File: config.mk
export PLATFORM = sky130hd
export DESIGN_NAME = riscv_multicycle_ctrl
export DESIGN_NICKNAME = d
export VERILOG_FILES = /design/src/rtl/riscv_multicycle_ctrl_pkg.sv /design/src/rtl/mem_timeout_counter.sv /design/src/rtl/riscv_multicycle_ctrl.sv
export SDC_FILE = /design/constraint.sdc
export NUM_CORES = 1
export LEC_CHECK = 0
export ABC_AREA = 1
export CAP_MARGIN = 0
export CORE_MARGIN = 4
export CORE_UTILIZATION = 41
export CTS_CLUSTER_SIZE = 14
export DETAILED_ROUTE_END_ITERATION = 7
export PLACE_DENSITY = 0.73
export SLEW_MARGIN = 10
export SYNTH_ARGS = -nofsm -noshare
export SYNTH_HDL_FRONTEND = slang
export SYNTH_SLANG_ARGS = --single-unit
File: constraint.sdc
create_clock -name clk -period 2.6 [get_ports clk]
set_clock_uncertainty 0.15 [all_clocks]
set_input_delay 0.52 -clock clk [delete_from_list [all_inputs] [get_ports clk]]
set_output_delay 0.52 -clock clk [all_outputs]
set_load 0.005 [all_outputs]
File: src/rtl/riscv_multicycle_ctrl_pkg.sv
// riscv_ctrl_pkg: states, opcodes, datapath select encodings and fault codes for the multi-cycle RV32I controller.
package riscv_ctrl_pkg;

    typedef enum logic [3:0] {
        S_FETCH,
        S_DECODE,
        S_MEMADR,
        S_MEMREAD,
        S_MEMWB,
        S_MEMWRITE,
        S_EXECR,
        S_EXECI,
        S_ALUWB,
        S_BRANCH,
        S_JAL,
        S_FAULT
    } ctrl_state_t;

    typedef enum logic [1:0] {
        FAULT_NONE    = 2'b00,
        FAULT_OPCODE  = 2'b01,
        FAULT_BRANCH  = 2'b10,
        FAULT_TIMEOUT = 2'b11
    } fault_t;

    localparam logic [6:0] OP_LOAD   = 7'b0000011;
    localparam logic [6:0] OP_STORE  = 7'b0100011;
    localparam logic [6:0] OP_RTYPE  = 7'b0110011;
    localparam logic [6:0] OP_ITYPE  = 7'b0010011;
    localparam logic [6:0] OP_BRANCH = 7'b1100011;
    localparam logic [6:0] OP_JAL    = 7'b1101111;

    localparam logic [2:0] F3_BEQ = 3'b000;
    localparam logic [2:0] F3_BNE = 3'b001;

    localparam logic ADR_PC     = 1'b0;
    localparam logic ADR_RESULT = 1'b1;

    localparam logic [1:0] SRCA_PC    = 2'b00;
    localparam logic [1:0] SRCA_OLDPC = 2'b01;
    localparam logic [1:0] SRCA_RS1   = 2'b10;

    localparam logic [1:0] SRCB_RS2  = 2'b00;
    localparam logic [1:0] SRCB_IMM  = 2'b01;
    localparam logic [1:0] SRCB_FOUR = 2'b10;

    localparam logic [1:0] ALU_ADD   = 2'b00;
    localparam logic [1:0] ALU_SUB   = 2'b01;
    localparam logic [1:0] ALU_FUNCT = 2'b10;

    localparam logic [1:0] IMM_I = 2'b00;
    localparam logic [1:0] IMM_S = 2'b01;
    localparam logic [1:0] IMM_B = 2'b10;
    localparam logic [1:0] IMM_J = 2'b11;

    localparam logic [1:0] RES_ALUOUT = 2'b00;
    localparam logic [1:0] RES_DATA   = 2'b01;
    localparam logic [1:0] RES_ALU    = 2'b10;

    typedef struct packed {
        logic       mem_req;
        logic       mem_write;
        logic       adr_src;
        logic       ir_write;
        logic       pc_write;
        logic       reg_write;
        logic [1:0] alu_src_a;
        logic [1:0] alu_src_b;
        logic [1:0] alu_op;
        logic [1:0] imm_src;
        logic [1:0] result_src;
    } ctrl_word_t;

    function automatic logic is_mem_wait(input ctrl_state_t s);
        return s == S_FETCH || s == S_MEMREAD || s == S_MEMWRITE;
    endfunction

    function automatic logic branch_legal(input logic [2:0] f3);
        return f3 == F3_BEQ || f3 == F3_BNE;
    endfunction

endpackage

File: src/rtl/mem_timeout_counter.sv
// mem_timeout_counter: counts consecutive not-ready cycles of a memory wait and flags the last tolerated one.
module mem_timeout_counter #(
    parameter int TIMEOUT_CYCLES = 256
) (
    input  logic clk,
    input  logic rst,
    input  logic waiting,
    input  logic mem_ready,
    output logic expire
);

    localparam int CW = $clog2(TIMEOUT_CYCLES);

    logic [CW-1:0] cnt;
    logic          stall;

    assign stall  = waiting && !mem_ready;
    assign expire = stall && cnt == CW'(TIMEOUT_CYCLES - 1);

    always_ff @(posedge clk or posedge rst) begin
        if (rst)
            cnt <= '0;
        else
            cnt <= stall ? cnt + 1'b1 : '0;
    end

endmodule

File: src/rtl/riscv_multicycle_ctrl.sv
// riscv_multicycle_ctrl: Moore FSM sequencing the shared multi-cycle RV32I datapath with a bounded memory handshake.
// Optional performance counters are built when CTRL_PERF_EN is defined.
module riscv_multicycle_ctrl
    import riscv_ctrl_pkg::*;
#(
    parameter int TIMEOUT_CYCLES = 256
`ifdef CTRL_PERF_EN
    ,
    parameter int CNT_W = 32
`endif
) (
    input  logic       clk,
    input  logic       rst,
    input  logic [6:0] opcode,
    input  logic [2:0] funct3,
    input  logic       zero,
    input  logic       mem_ready,
    output logic       mem_req,
    output logic       mem_write,
    output logic       adr_src,
    output logic       ir_write,
    output logic       pc_write,
    output logic       reg_write,
    output logic [1:0] alu_src_a,
    output logic [1:0] alu_src_b,
    output logic [1:0] alu_op,
    output logic [1:0] imm_src,
    output logic [1:0] result_src,
    output logic [1:0] fault
`ifdef CTRL_PERF_EN
    ,
    output logic [CNT_W-1:0] cycle_cnt,
    output logic [CNT_W-1:0] instret_cnt
`endif
);

    ctrl_state_t state, state_n;
    fault_t      fault_q, fault_n;
    ctrl_word_t  cw;
    logic        expire;

    mem_timeout_counter #(
        .TIMEOUT_CYCLES(TIMEOUT_CYCLES)
    ) u_timeout (
        .clk      (clk),
        .rst      (rst),
        .waiting  (is_mem_wait(state)),
        .mem_ready(mem_ready),
        .expire   (expire)
    );

    always_ff @(posedge clk or posedge rst) begin
        if (rst) begin
            state   <= S_FETCH;
            fault_q <= FAULT_NONE;
        end else begin
            state   <= state_n;
            fault_q <= fault_n;
        end
    end

    always_comb begin
        cw      = '0;
        state_n = state;
        fault_n = fault_q;
        case (state)
            S_FETCH: begin
                cw.mem_req = 1'b1;
                cw.adr_src = ADR_PC;
                if (mem_ready) begin
                    cw.ir_write   = 1'b1;
                    cw.pc_write   = 1'b1;
                    cw.alu_src_a  = SRCA_PC;
                    cw.alu_src_b  = SRCB_FOUR;
                    cw.alu_op     = ALU_ADD;
                    cw.result_src = RES_ALU;
                    state_n       = S_DECODE;
                end else if (expire) begin
                    state_n = S_FAULT;
                    fault_n = FAULT_TIMEOUT;
                end
            end
            S_DECODE: begin
                // branch target is precomputed here so BRANCH only has to compare
                cw.alu_src_a = SRCA_OLDPC;
                cw.alu_src_b = SRCB_IMM;
                cw.alu_op    = ALU_ADD;
                cw.imm_src   = opcode == OP_JAL ? IMM_J : IMM_B;
                case (opcode)
                    OP_LOAD, OP_STORE: state_n = S_MEMADR;
                    OP_RTYPE:          state_n = S_EXECR;
                    OP_ITYPE:          state_n = S_EXECI;
                    OP_BRANCH:         state_n = S_BRANCH;
                    OP_JAL:            state_n = S_JAL;
                    default: begin
                        state_n = S_FAULT;
                        fault_n = FAULT_OPCODE;
                    end
                endcase
            end
            S_MEMADR: begin
                cw.alu_src_a = SRCA_RS1;
                cw.alu_src_b = SRCB_IMM;
                cw.alu_op    = ALU_ADD;
                cw.imm_src   = opcode == OP_STORE ? IMM_S : IMM_I;
                state_n      = opcode == OP_STORE ? S_MEMWRITE : S_MEMREAD;
            end
            S_MEMREAD: begin
                cw.mem_req    = 1'b1;
                cw.adr_src    = ADR_RESULT;
                cw.result_src = RES_ALUOUT;
                if (mem_ready) begin
                    state_n = S_MEMWB;
                end else if (expire) begin
                    state_n = S_FAULT;
                    fault_n = FAULT_TIMEOUT;
                end
            end
            S_MEMWB: begin
                cw.result_src = RES_DATA;
                cw.reg_write  = 1'b1;
                state_n       = S_FETCH;
            end
            S_MEMWRITE: begin
                cw.mem_req    = 1'b1;
                cw.mem_write  = 1'b1;
                cw.adr_src    = ADR_RESULT;
                cw.result_src = RES_ALUOUT;
                if (mem_ready) begin
                    state_n = S_FETCH;
                end else if (expire) begin
                    state_n = S_FAULT;
                    fault_n = FAULT_TIMEOUT;
                end
            end
            S_EXECR: begin
                cw.alu_src_a = SRCA_RS1;
                cw.alu_src_b = SRCB_RS2;
                cw.alu_op    = ALU_FUNCT;
                state_n      = S_ALUWB;
            end
            S_EXECI: begin
                cw.alu_src_a = SRCA_RS1;
                cw.alu_src_b = SRCB_IMM;
                cw.imm_src   = IMM_I;
                cw.alu_op    = ALU_FUNCT;
                state_n      = S_ALUWB;
            end
            S_ALUWB: begin
                cw.result_src = RES_ALUOUT;
                cw.reg_write  = 1'b1;
                state_n       = S_FETCH;
            end
            S_BRANCH: begin
                cw.alu_src_a  = SRCA_RS1;
                cw.alu_src_b  = SRCB_RS2;
                cw.alu_op     = ALU_SUB;
                cw.result_src = RES_ALUOUT;
                case (funct3)
                    F3_BEQ: begin
                        cw.pc_write = zero;
                        state_n     = S_FETCH;
                    end
                    F3_BNE: begin
                        cw.pc_write = !zero;
                        state_n     = S_FETCH;
                    end
                    default: begin
                        state_n = S_FAULT;
                        fault_n = FAULT_BRANCH;
                    end
                endcase
            end
            S_JAL: begin
                // jump to the target in ALUOut while the ALU forms the link value OldPC+4
                cw.alu_src_a  = SRCA_OLDPC;
                cw.alu_src_b  = SRCB_FOUR;
                cw.alu_op     = ALU_ADD;
                cw.result_src = RES_ALUOUT;
                cw.pc_write   = 1'b1;
                state_n       = S_ALUWB;
            end
            default: ;
        endcase
        if (rst)
            cw = '0;
    end

    assign mem_req    = cw.mem_req;
    assign mem_write  = cw.mem_write;
    assign adr_src    = cw.adr_src;
    assign ir_write   = cw.ir_write;
    assign pc_write   = cw.pc_write;
    assign reg_write  = cw.reg_write;
    assign alu_src_a  = cw.alu_src_a;
    assign alu_src_b  = cw.alu_src_b;
    assign alu_op     = cw.alu_op;
    assign imm_src    = cw.imm_src;
    assign result_src = cw.result_src;
    assign fault      = fault_q;

`ifdef CTRL_PERF_EN
    logic retire;

    assign retire = state == S_ALUWB || state == S_MEMWB ||
                    (state == S_MEMWRITE && mem_ready) ||
                    (state == S_BRANCH && branch_legal(funct3));

    always_ff @(posedge clk or posedge rst) begin
        if (rst) begin
            cycle_cnt   <= '0;
            instret_cnt <= '0;
        end else begin
            if (state != S_FAULT)
                cycle_cnt <= cycle_cnt + 1'b1;
            if (retire)
                instret_cnt <= instret_cnt + 1'b1;
        end
    end
`endif

endmodule

==> results.md <==
* Worst-Margin Slew at 244.9 ps
* Placement row count at 18
* DRT iter0 DRCs at 27
* DIE HEIGHT at 60.41 um
* Die area at 3649 sq um
* Post-synthesis mux area share at 0%
* Crit share post-route at 97.39%
* Syn Nets at 177
* Compound-gate portion of the synthesized area at 10.44%
* Synth area leaders: dfrtp_1 (31%), nand2_1 (10%), nor2_1 (10%), nand3_1 (7.6%), inv_1 (7.0%)
* Synthesized area per cell at 6.951 sq um
* CP Buf/Inv Count at 2
* P_leak at between 0.8 and 0.9 nW
* GR Util All Layers at 18.04%
* CP peak stage delay at approximately 530 ps
* Category of the most critical setup path: register to output pin
* Leading area contributor after synthesis: dfrtp_1
* Switching portion of total power at 21.83%
* Min Tclk post-route at approximately 2500 ps
* Fmax at 394.9 MHz
* Clock H-tree levels at 1
* Initial antenna violation count at 0
* Final RePlAce weighted congestion at 0.8562
* Post-Synth Simple-Gate Area at 46.67%
* CP Max Fanout at 6
* Final hold vios at 0
* Post-synthesis xor/xnor area fraction at 2.333%
* Power Dens Cells at 251.8 nW/um^2
* Internal power at 0.3290 mW
* DR vias at 1223
* Placeable Area at 2545 sq um
* # DRC at 0
* Critical path startpoint category: register
* DR pass1 iterations at 4
* Top Usage Layer GRT: met2
* Clock root buffer: clkbuf_4
* Cells after Synth at 162
* Combinational power share at between 10% and 20%
* CP required at 1930 ps
* Vias in the first global route at 1267
* Main combinational cell family by area after synthesis: simple AND/OR/NAND/NOR gates
* Sw power at slightly above 0.09 mW
* Setup-violating endpoint count in the final report at 0
* Yosys warns at 0
* Placed standard-cell area at between 1500 and 2000 sq um
* Worst-Skew Late Latency at 280 ps
* Max-cap violations at 0
* TritonCTS Sinks at 14
* CTS clk-pin slew, worst paths at 90 ps
* Post-CTS Hold Buffers at 0
* Cell with the largest stage delay on the worst path: clkdlybuf4s50_1
* Type of the worst min-delay path: register to register
* Layout cells sized above 1 at 26.54%
* TritonCTS clock tree: done
* Fin area at 1672 sq um
* Pin count of the biggest net entering global routing at 15
* Rel. slew slack at 83.61%
* M2 GR Usage at 33.80%
* Vias per cell at 5.075
* Synth Area in Adders at under 10%
* Worst setup EP type: output pin
* # port buffers at 31
* Initial core utilization at about 44%
* First-pass GRT wire length at slightly above 5000 um
* CP delay by family, top: buffers and inverters
* Post-route ant nets at 0
* Max Slew Vio Count at 0
* Drt wl/cell at between 10 and 15 um
* Clock buffer depth at 2
* Final HPWL DP at 2392 um
* Area growth, synth to finish at 48.44%
* Met3 Usage GRT at slightly below 3%
* Peak supply drop at around 0.27 mV
* Die W at approximately 60 um
* Wirelength, routed at about 3000 um
* Synth Cell Area at 1126 sq um
* I/O pin total at 32
* Final #Nets at 227
* Met1 usage at 19.64%
* # fillers at 235
* Synth top area share at a little under a third
* Clock network power share at 36.6%
* Data arrival, critical path at 1860 ps
* Status: complete, no violations
* Num CTS Buffers at 3
* Footprint of the multi-input gates at 713.2 sq um
* FF+latch area at roughly 360 sq um
* ANT cells at 0
* Synth cell types at 28
* #FFs+latches synth at 14
* Seq/Total Area, Yosys at 31.11%
* Final Util at 65.68%
* Grt ovf at 0
* Sequential fraction of design power at approximately 52%
* Crit-path cells: nor2_4, buf_4, nand2_4, a31oi_1, clkdlybuf4s50_1
-- state kept, by name, indices dropped and copies added, names as in the netlist --
register	cells
state	4
fault	2
u_timeout.cnt	8
-- timing repair --
item	4_1_cts	5_1_grt
buffers inserted	0	3
pin swaps	3	2
setup endpoints to repair	6	8
gates resized for setup	11	11
hold endpoints to repair	0	0
-- worst reg2reg max path, delay by kind of cell, from the launching register on --
| family | cells | cell delay [ps] |
|---|---|---|
| AND/OR/NAND/NOR | 5 | 590 |
| adder cells (fa/ha/maj) | 1 | 170 |
| flip-flops | 1 | 380 |
| AO/OA/AOI/OAI | 2 | 240 |
| buffers and inverters | 1 | 80 |
-- through the flow --
step	cells	power [mW]	TNS, ps	hold slack [ps]	setup slack [ps]
2_1_floorplan	162	0.2377	0	282.0	740.4
3_3_place_gp	234	0.2688	-101.0	295.6	-101.0
3_5_place_dp	234	0.2708	-146.9	313.7	-146.9
4_1_cts	238	0.4246	0	321.2	6.673
5_1_grt	241	0.4424	-22.58	342.2	-12.05
6_report	241	0.4208	0	314.7	67.96
-- Yosys cell counts (all sizes together) --
cell type and number:
nand2 37, nor2 36, inv 24, nand3 19
dfrtp 14, a21oi 9, nor3 4, nand4 3
a21boi 2, a31oi 2, nor3b 2, o21ai 2
xor2 2, clkbuf 1, ha 1, o2111ai 1
o211ai 1, o21a 1, xnor2 1
-- cell usage in the layout, fill, tap and decap left out, types with 2 or more instances in the layout --
cell type / count
a21oi_1: 7
nand2_1: 28
nand3_2: 2
inv_2: 6
nand2_4: 5
nand2_2: 4
nand4_1: 3
inv_1: 18
buf_4: 14
clkbuf_4: 3
clkdlybuf4s50_1: 25
a31oi_1: 2
a21boi_2: 2
nor3_1: 3
dlymetal6s2s_1: 3
nor2_2: 3
nor3b_2: 2
dfrtp_1: 10
nor2_1: 28
xor2_1: 2
nand3_1: 16
dlygate4sd2_1: 3
dfrtp_2: 4
a21oi_2: 2
nor2_4: 5
-- final cells by class --
cell class	count	share of cell area [%]
Inverter	24	5.389
Sequential cell	14	21.26
Clock buffer	4	2.171
Tap cell	30	2.246
Timing Repair Buffer	46	26.27
Multi-Input combinational cell	123	42.66
-- worst paths after layout --
path | to | depth (start not counted) | startpoint | slack (ps)
setup / recovery | mem_req | 5 | state[3] | 70
hold / removal | u_timeout.cnt[0] | 1 | u_timeout.cnt[0] | 310
setup reg to reg | fault[0] | 9 | u_timeout.cnt[0] | 930
hold reg to reg | u_timeout.cnt[0] | 1 | u_timeout.cnt[0] | 310
max in group asynchronous | state[3] | 3 | rst | 1620
min in group asynchronous | state[2] | 3 | rst | 500
-- cell families after synthesis --
| family | after synthesis |
|---|---|
| flip-flops | 14 |
| XOR/XNOR | 3 |
| AO/OA/AOI/OAI | 18 |
| buffers and inverters | 25 |
| AND/OR/NAND/NOR | 101 |
| adder cells (fa/ha/maj) | 1 |
-- per-layer routing --
metal | up-vias | wire length [um]
met4 | 0 | 40
met3 | 6 | 148
met2 | 35 | 1560
li1 | 628 | -
met5 | - | 0
met1 | 554 | 1230
-- power groups by stage --
stage | registers [mW] | logic (mW) | clock network [mW]
CTS | 0.218 | 0.0487 | 0.158
floorplan | 0.223 | 0.0152 | 0
global route | 0.218 | 0.0533 | 0.171
global placement | 0.222 | 0.0463 | 0
finish | 0.218 | 0.0485 | 0.154
detailed placement | 0.222 | 0.0483 | 0
(Power assumes the default switching activity.)
==> variant: new RTL, same settings <==
`TIMEOUT_CYCLES` is set to 256 in 2 places; all go to 512.
--- a/src/rtl/mem_timeout_counter.sv
+++ b/src/rtl/mem_timeout_counter.sv
@@ -1,5 +1,5 @@
 // mem_timeout_counter: counts consecutive not-ready cycles of a memory wait and flags the last tolerated one.
 module mem_timeout_counter #(
-    parameter int TIMEOUT_CYCLES = 256
+    parameter int TIMEOUT_CYCLES = 512
 ) (
     input  logic clk,
--- a/src/rtl/riscv_multicycle_ctrl.sv
+++ b/src/rtl/riscv_multicycle_ctrl.sv
@@ -4,5 +4,5 @@
     import riscv_ctrl_pkg::*;
 #(
-    parameter int TIMEOUT_CYCLES = 256
+    parameter int TIMEOUT_CYCLES = 512
 `ifdef CTRL_PERF_EN
     ,
Check against the original RTL: same outputs for any inputs over 10 cycles, from zero or initial values and one cycle with rst high; that may be too few to reach the edited logic, so the function may still have changed.
==> variant against the unedited design <==
- via count up 7.9%
- cell count up 10%
- setup slack better by 0.0099 ns
- synthesized area up 8.2%
- synthesized cell count up 15%
- sequential cell count up 1
- design area up 3.6%
- total power up 0.34%
- critical path depth up 3
- die area up 7.1%
- wire length up 2.1%
- critical path type unchanged
==> variant: results <==
export IMPL_vias=1320
export IMPL_ys_seq_area_share_pct=30.80
export IMPL_peakVddDrop_mv=0.2266
export IMPL_cts_made_buffers=3
export IMPL_pre_cts_ws_ns=-0.2072
export IMPL_synth_cell_types=27
export IMPL_async_flop_share_pct=100.0
export IMPL_slowest_delay_ns=0.49
export IMPL_worstMarginPinSlew_ns=0.2609
export IMPL_ys_warn_count=0
export IMPL_cts_max_level=1
export IMPL_first_global_vias=1129
export IMPL_grt_pass1_wl_um=5043
export IMPL_syn_num_nets=202
export IMPL_grt_max_degree=15
export IMPL_synth_commonest_cells="nand2_1, nor2_1, inv_1"
export IMPL_place_area_um2=1624
export IMPL_clk_insertion_delay_late_ns=0.29
export IMPL_drt_pass1_iter_count=4
export IMPL_synth_compound_area_share_pct=7.906
export IMPL_max_flop_register="u_timeout.cnt"
export IMPL_drive_above_1_share_pct=22.98
export IMPL_hp_class="input pin to async pin"
export IMPL_grtUsageTotal_pct=15.82
export IMPL_dp_hpwl_um=2385
export IMPL_numPortBuffers=31
export IMPL_synthAdderAreaFrac_pct=2.053
export IMPL_status="complete, no violations"
export IMPL_synth_xor_area_share_pct=1.437
export IMPL_gp_congestion=0.9064
export IMPL_synth_area_top_cells="dfrtp_1, nand2_1, nor2_1"
export IMPL_largest_reg_flops=9
export IMPL_drt_total_wl_um=3042
export IMPL_drt_initial_drc_count=71
export IMPL_leakage_uw=0.0009603
export IMPL_nNetsFinal=252
variant: changes by cell type after synthesis, sizes merged, moves of 2 or more:
cell    change
a21boi      -2
a21oi       -2
inv         +8
nand2      +16
nand3       -5
nand4       +3
nor2        +5
nor3        -2
nor3b       -2
o21ai       +3
variant: metrics by stage:
stage                     instances  power (uW)  setup TNS [ns]
after CTS                       264       430.7        -0.04564
after floorplan                 186       253.0               0
after global routing            266       449.9        -0.03668
after detailed placement        255       287.8         -0.2072
after global placement          255       287.8         -0.1912
final                           266       422.3               0
variant: cell families (layout without fill, tap and decap cells):
| logic type | Yosys count | count (layout) |
|---|---|---|
| compound gates | 16 | 16 |
| xor+xnor | 2 | 2 |
| fa+ha+maj | 2 | 2 |
| buf+inv | 33 | 82 |
| flops | 15 | 15 |
| simple gates | 118 | 118 |
variant: repair_timing:
item	4_1_cts	5_1_grt
setup endpoints to repair	7	11
buffers inserted	5	2
pin swaps	2	6
resized for setup	6	14
variant: path summary, 6_finish.rpt:
check / startpoint / to / slack [ns] / cells after the start
setup / recovery: state[0] / alu_src_b[0] / 0.08 / 8
hold / removal: rst / state[3] / 0.32 / 2
setup reg to reg: u_timeout.cnt[0] / fault[1] / 0.48 / 15
hold reg to reg: u_timeout.cnt[0] / u_timeout.cnt[0] / 0.33 / 1
max in group asynchronous: rst / state[0] / 1.57 / 3
min in group clk: u_timeout.cnt[0] / u_timeout.cnt[0] / 0.33 / 1
variant: area by class of cell:
cell class	instances	area [um2]
clock buffer	3	22.52
clock inverter	1	5.005
fill	259	1074
inverter	32	120.1
multi-input combinational	138	737.0
sequential	15	380.4
tap	31	38.79
timing repair buffer	46	427.9
variant: layer usage:
metal	wire length, um	track usage, %
met1	1496	22.11
met2	1265	22.50
met3	216	4.856
met4	64	6.336
met5	0	0
variant: power breakdown:
group	internal, uW	switching [uW]
clock network	57.3	81.6
registers	233	0.171
logic	27.3	22.7
variant: worst max-delay path, delay by kind of cell (launching register included):
kind,cells,cell delay (ns)
buf+inv,4,0.79
flops,1,0.46
compound gates,1,0.08
simple gates,3,0.23
